[src/rtl/ex_muldiv_unit.sv]
// Execute-stage multicycle multiply/divide unit.
// Owns the HI/LO pair. It runs a WIDTH-cycle shift-add multiply or a restoring
// divide on operand magnitudes, then applies the signs in a single FIX cycle.
// Handshake: stall is the only flow-control signal. While stall is high the
// upstream stages hold the EX inputs. A mult/div is accepted in the IDLE cycle
// where start is high. Its HI/LO result is readable from the first IDLE cycle
// after FIX.
module ex_muldiv_unit #(
  parameter int WIDTH = 32,
  parameter int CNT_W = 6
) (
  input  logic             clk,
  input  logic             rst,
  input  logic             ex_valid,
  input  logic [3:0]       ex_alu_signal,
  input  logic [1:0]       ex_alu_float,
  input  logic [WIDTH-1:0] rs_data,
  input  logic [WIDTH-1:0] rt_data,
  output logic             stall,
  output logic [WIDTH-1:0] mf_result,
  output logic             div_by_zero,
  output logic             busy
);

  typedef enum logic [1:0] {IDLE, CALC, FIX} state_t;

  state_t             state, state_nxt;
  logic [WIDTH-1:0]   hi, lo, a_mag, b_mag, a_abs, b_abs;
  logic [2*WIDTH-1:0] acc, acc_step, prod_fix;
  logic [WIDTH-1:0]   quo_fix, rem_fix;
  logic [WIDTH:0]     add_sum, trial;
  logic [CNT_W-1:0]   cnt;
  logic               op_div, res_neg, dvd_neg;
  logic               is_mult, is_div, start_req, div_zero, start;

  assign is_mult   = (ex_alu_signal == 4'b1101);
  assign is_div    = (ex_alu_signal == 4'b1010);
  assign start_req = (state == IDLE) & ex_valid & (ex_alu_float == 2'b11) & (is_mult | is_div);
  assign div_zero  = start_req & is_div & (rt_data == '0);
  assign start     = start_req & ~div_zero;
  assign stall     = start | busy;

  // The magnitude of the most-negative value wraps to its unsigned magnitude.
  assign a_abs = rs_data[WIDTH-1] ? -rs_data : rs_data;
  assign b_abs = rt_data[WIDTH-1] ? -rt_data : rt_data;

  // Next-state logic: IDLE -> CALC on start, WIDTH CALC cycles, one FIX cycle.
  always_comb begin
    state_nxt = state;
    case (state)
      IDLE:    if (start) state_nxt = CALC;
      CALC:    if (cnt == CNT_W'(WIDTH - 1)) state_nxt = FIX;
      FIX:     state_nxt = IDLE;
      default: state_nxt = IDLE;
    endcase
  end

  // One iteration. Multiply is shift-add with the multiplier in acc's low half.
  // Divide is restoring division with the quotient shifted into acc's low half.
  always_comb begin
    add_sum = {1'b0, acc[2*WIDTH-1:WIDTH]} + (acc[0] ? {1'b0, a_mag} : '0);
    trial   = acc[2*WIDTH-1:WIDTH-1] - {1'b0, b_mag};
    if (op_div) begin
      if (trial[WIDTH]) acc_step = {acc[2*WIDTH-2:0], 1'b0};
      else              acc_step = {trial[WIDTH-1:0], acc[WIDTH-2:0], 1'b1};
    end else begin
      acc_step = {add_sum, acc[WIDTH-1:1]};
    end
  end

  // Sign fix-up. The quotient takes the xor of the operand signs; the
  // remainder takes the dividend sign (truncating division).
  always_comb begin
    prod_fix = res_neg ? -acc : acc;
    quo_fix  = res_neg ? -acc[WIDTH-1:0] : acc[WIDTH-1:0];
    rem_fix  = dvd_neg ? -acc[2*WIDTH-1:WIDTH] : acc[2*WIDTH-1:WIDTH];
  end

  // Move-from reads are served only in IDLE, so a stale HI/LO is never returned.
  always_comb begin
    mf_result = '0;
    if (state == IDLE && ex_valid) begin
      if (ex_alu_float == 2'b01 && ex_alu_signal == 4'b1011)      mf_result = hi;
      else if (ex_alu_float == 2'b10 && ex_alu_signal == 4'b1100) mf_result = lo;
    end
  end

  // State, datapath and HI/LO registers. Reset aborts any operation in flight.
  always_ff @(posedge clk or posedge rst) begin
    if (rst) begin
      state       <= IDLE;
      busy        <= 1'b0;
      div_by_zero <= 1'b0;
      hi          <= '0;
      lo          <= '0;
      a_mag       <= '0;
      b_mag       <= '0;
      acc         <= '0;
      cnt         <= '0;
      op_div      <= 1'b0;
      res_neg     <= 1'b0;
      dvd_neg     <= 1'b0;
    end else begin
      state       <= state_nxt;
      busy        <= (state_nxt != IDLE);
      div_by_zero <= div_zero;
      case (state)
        IDLE: begin
          if (start) begin
            a_mag   <= a_abs;
            b_mag   <= b_abs;
            res_neg <= rs_data[WIDTH-1] ^ rt_data[WIDTH-1];
            dvd_neg <= rs_data[WIDTH-1];
            op_div  <= is_div;
            acc     <= {{WIDTH{1'b0}}, (is_div ? a_abs : b_abs)};
            cnt     <= '0;
          end
        end
        CALC: begin
          acc <= acc_step;
          cnt <= cnt + 1'b1;
        end
        FIX: begin
          if (op_div) begin
            lo <= quo_fix;
            hi <= rem_fix;
          end else begin
            {hi, lo} <= prod_fix;
          end
        end
        default: ;
      endcase
    end
  end

endmodule
[config.mk]
export PLATFORM = sky130hd
export DESIGN_NAME = ex_muldiv_unit
export DESIGN_NICKNAME = d
export VERILOG_FILES = /design/src/rtl/ex_muldiv_unit.sv
export SDC_FILE = /design/constraint.sdc
export NUM_CORES = 1
export LEC_CHECK = 0
export ABC_AREA = 0
export CAP_MARGIN = 20
export CORE_ASPECT_RATIO = 0.7
export CORE_MARGIN = 2
export CORE_UTILIZATION = 61
export CTS_BUF_LIST = sky130_fd_sc_hd__clkbuf_8 sky130_fd_sc_hd__clkbuf_16
export CTS_CLUSTER_DIAMETER = 60
export CTS_CLUSTER_SIZE = 24
export DETAILED_ROUTE_END_ITERATION = 8
export GPL_ROUTABILITY_DRIVEN = 0
export PLACE_DENSITY = 0.9
export SETUP_SLACK_MARGIN = 0.3
export SLEW_MARGIN = 40
export SYNTH_ARGS = -nofsm -noshare
export SYNTH_HDL_FRONTEND = slang
export SYNTH_SLANG_ARGS = --single-unit
[constraint.sdc]
create_clock -name clk -period 7.8 [get_ports clk]
set_clock_uncertainty 0.1 [all_clocks]
set_input_delay 1.17 -clock clk [delete_from_list [all_inputs] [get_ports clk]]
set_output_delay 1.17 -clock clk [all_outputs]
set_load 0.03 [all_outputs]
==> flow_summary.yaml <==
status:
  status: "finished clean"
floorplanning:
  ioPinCount: 108
  coreArea_um2: 25400
  dieWidth_um: 196
  start_util: 0.616
  die_h_um: 138
  rows: 49
  dieArea_um2: 27000
clock_network:
  cts.sinks: 205
  cts.htree.levels: 1
  clk_latency_ns: 0.51
  ctsHoldBuffers: 0
  cts_made_buffers: 15
  cts_tree: "done"
  cts.reportedPaths.clkPinSlew_ns: 0.10
  clockBufferDepth: 3
  cts-resized-gates: 0
  cts_root_buf: "clkbuf_16"
  cts_setup_buffers: 0
worst_setup_path:
  cp-end-kind: "output pin"
  cpMaxStageDelayCell: "clkdlybuf4s50_1"
  max_stage_delay_ns: 0.60
  crit_type: "primary input to output pin"
  critPathMostFrequentCell: "clkdlybuf4s50_1"
  critPathRequiredTime_ns: 6.53
  cp-start-kind: "primary input"
  cp.arrival_ns: 4.49
  path_cells: "clkdlybuf4s50_1 > inv_1 > ha_1 > or3b_2 > nor4_2 > nand4_1 > and4bb_1 > or4_4 > nand2b_1 > clkdlybuf4s50_1"
  cp_max_fo: 20
placement:
  io_buffers: 107
  dp_slack_ns: 2.09
  placed_area_um2: 16800
  dp_hpwl_mm: 37.9
global_routing:
  grt_pass1_vias: 14273
  grt_pass1_wl_mm: 77.9
  grt_max_degree: 132
  track_usage: 0.363
  grtUsageMet1: 0.530
  grt-busiest-layer: "met1"
  use_met2: 0.524
  grt_remaining_overflow: 0
  antenna_found_initial: 0
  met3_usage: 0.108
synth:
  synth-seq-cells: 205
  synth_cells: 1912
  synth-edff-count: 0
  synth-seq-area-share: 0.327
  synth_commonest_cells: "nand2_1, o21ai_0, dfrtp_1, nor2_1, a21oi_1"
  yosysTopAreaCellShare: 0.327
  syn_area_per_cell_um2: 8.20
  async_flop_share: 1.00
  synthesis.nets: 2056
  yosys_warnings: 0
  synth_area_leader_cell: "dfrtp_1"
  netlist_top_cells_area: "dfrtp_1, o21ai_0, nand2_1, ha_1, xor2_1"
  yosysMostFrequentCell: "nand2_1"
  synth_area_um2: 15700
  ys_types: 87
  synth_flop_cell: "dfrtp_1"
timing:
  rsz0062_at_grt: "false"
  period_needed_ns: 5.76
  worst_hold_slack_ns: 0.373
  worstMarginPinSlew_ns: 0.868
  finalSetupViolCount: 0
  slew_violations: 0
  slew_headroom: 0.420
  min_period_over_period: 0.738
  finalWorstSetupSlack_ns: 2.04
  fmax_mhz: 174
  hold_violations: 0
  fin_tns_setup_ns: 0
cells_and_area:
  drive_above_1_share: 0.0488
  area_growth_pct: 10.6
  finish.instance_area_um2: 17300
  num_antenna_cells: 0
  fin_nets: 2083
power:
  pwr_density_cell_nw_per_um2: 326
  power.leakage_nw: 7.15
  ir_drop_uv: 272
detailed_routing:
  vias: 15438
  ant_nets: 0
  drc: 0
  totalWireLength_mm: 49.9
  via_per_inst: 6.78
  wl_per_cell_um: 21.9
  dr.pass1.iters: 7
  drt_iter0_drc: 2591
flow_run:
  maxCapViolCount: 0
hold_path:
  hold_path_class: "flop to flop"
-- critical path, delay by kind of cell --
family	cells	cell delay, ns
AND/OR/NAND/NOR	6	1.99
buffers and inverters	3	1.15
adder cells (fa/ha/maj)	1	0.17
-- final timing paths --
| check | start | slack, ns | depth (start not counted) | endpoint |
|---|---|---|---|---|
| setup / recovery | rt_data[0] | 2.04 | 10 | stall |
| hold / removal | a_mag[30] | 0.37 | 2 | a_mag[30] |
| setup reg to reg | acc[32] | 3.19 | 11 | acc[33] |
| hold reg to reg | a_mag[30] | 0.37 | 2 | a_mag[30] |
| max in group asynchronous | rst | 5.36 | 3 | acc[62] |
| min in group asynchronous | rst | 1.12 | 2 | cnt[1] |
-- per-stage QoR --
stage | instances | util | power, W
floorplan | 1912 | - | 0.00380
global placement | 2252 | 0.661 | 0.00450
detailed placement | 2253 | 0.662 | 0.00464
CTS | 2277 | 0.682 | 0.00550
global route | 2277 | 0.682 | 0.00594
finish | 2277 | 0.682 | 0.00565
-- kinds of logic after synthesis --
| kind of cell | count (synthesis) | share of synthesized area |
|---|---|---|
| AO/OA/AOI/OAI | 618 | 0.244 |
| AND/OR/NAND/NOR | 613 | 0.191 |
| adder cells (fa/ha/maj) | 71 | 0.0576 |
| XOR/XNOR | 168 | 0.0938 |
| flip-flops | 205 | 0.327 |
| buffers and inverters | 177 | 0.0472 |
| multiplexers | 60 | 0.0395 |
-- state kept, by name, indices dropped and copies added, names as in the netlist --
| register | flops |
|---|---|
| busy | 1 |
| b_mag | 32 |
| acc | 64 |
| op_div | 1 |
| a_mag | 32 |
| lo | 32 |
| res_neg | 1 |
| dvd_neg | 1 |
| div_by_zero | 1 |
| state | 2 |
| hi | 32 |
| cnt | 6 |
-- power by group --
part           internal, W  switching, W  total [W]
registers          0.00130      0.000463    0.00176
logic              0.00121       0.00183    0.00304
clock network     0.000409      0.000443   0.000852
-- cell type report --
type / count / area (µm²)
Multi-Input combinational cell: 1530 / 9850
Inverter: 64 / 253
Fill cell: 1977 / 8100
Sequential cell: 205 / 5130
Timing Repair Buffer: 123 / 1190
Clock buffer: 15 / 375
Tap cell: 331 / 414
Clock inverter: 9 / 126
-- layout by cell type (no fill, tap or decap), drive strengths merged, types with 15 or more instances in the layout --
| master | synthesis | final |
|---|---|---|
| inv | 64 | 68 |
| and2 | 41 | 41 |
| or4 | 17 | 17 |
| a21oi | 116 | 116 |
| a22oi | 48 | 48 |
| a211oi | 45 | 45 |
| o21ai | 245 | 245 |
| nor3 | 33 | 33 |
| nor2 | 122 | 122 |
| buf | 29 | 17 |
| nand2b | 20 | 20 |
| a21o | 18 | 18 |
| o31ai | 29 | 29 |
| nor4 | 19 | 19 |
| clkbuf | 84 | 15 |
| nand3 | 30 | 30 |
| xnor2 | 81 | 81 |
| nand2 | 253 | 253 |
| clkdlybuf4s50 | 0 | 106 |
| nor2b | 21 | 21 |
| or3 | 16 | 16 |
| a31oi | 25 | 25 |
| xor2 | 87 | 87 |
| dfrtp | 205 | 205 |
| mux2i | 48 | 48 |
| ha | 69 | 69 |
-- per-layer routing --
metal  routed length, µm  share of wire
met1               20300           0.41
met2               20700           0.42
met3                7120           0.14
met4                1690          0.034
met5                   0              0
Power figures use the tool's default switching activity.
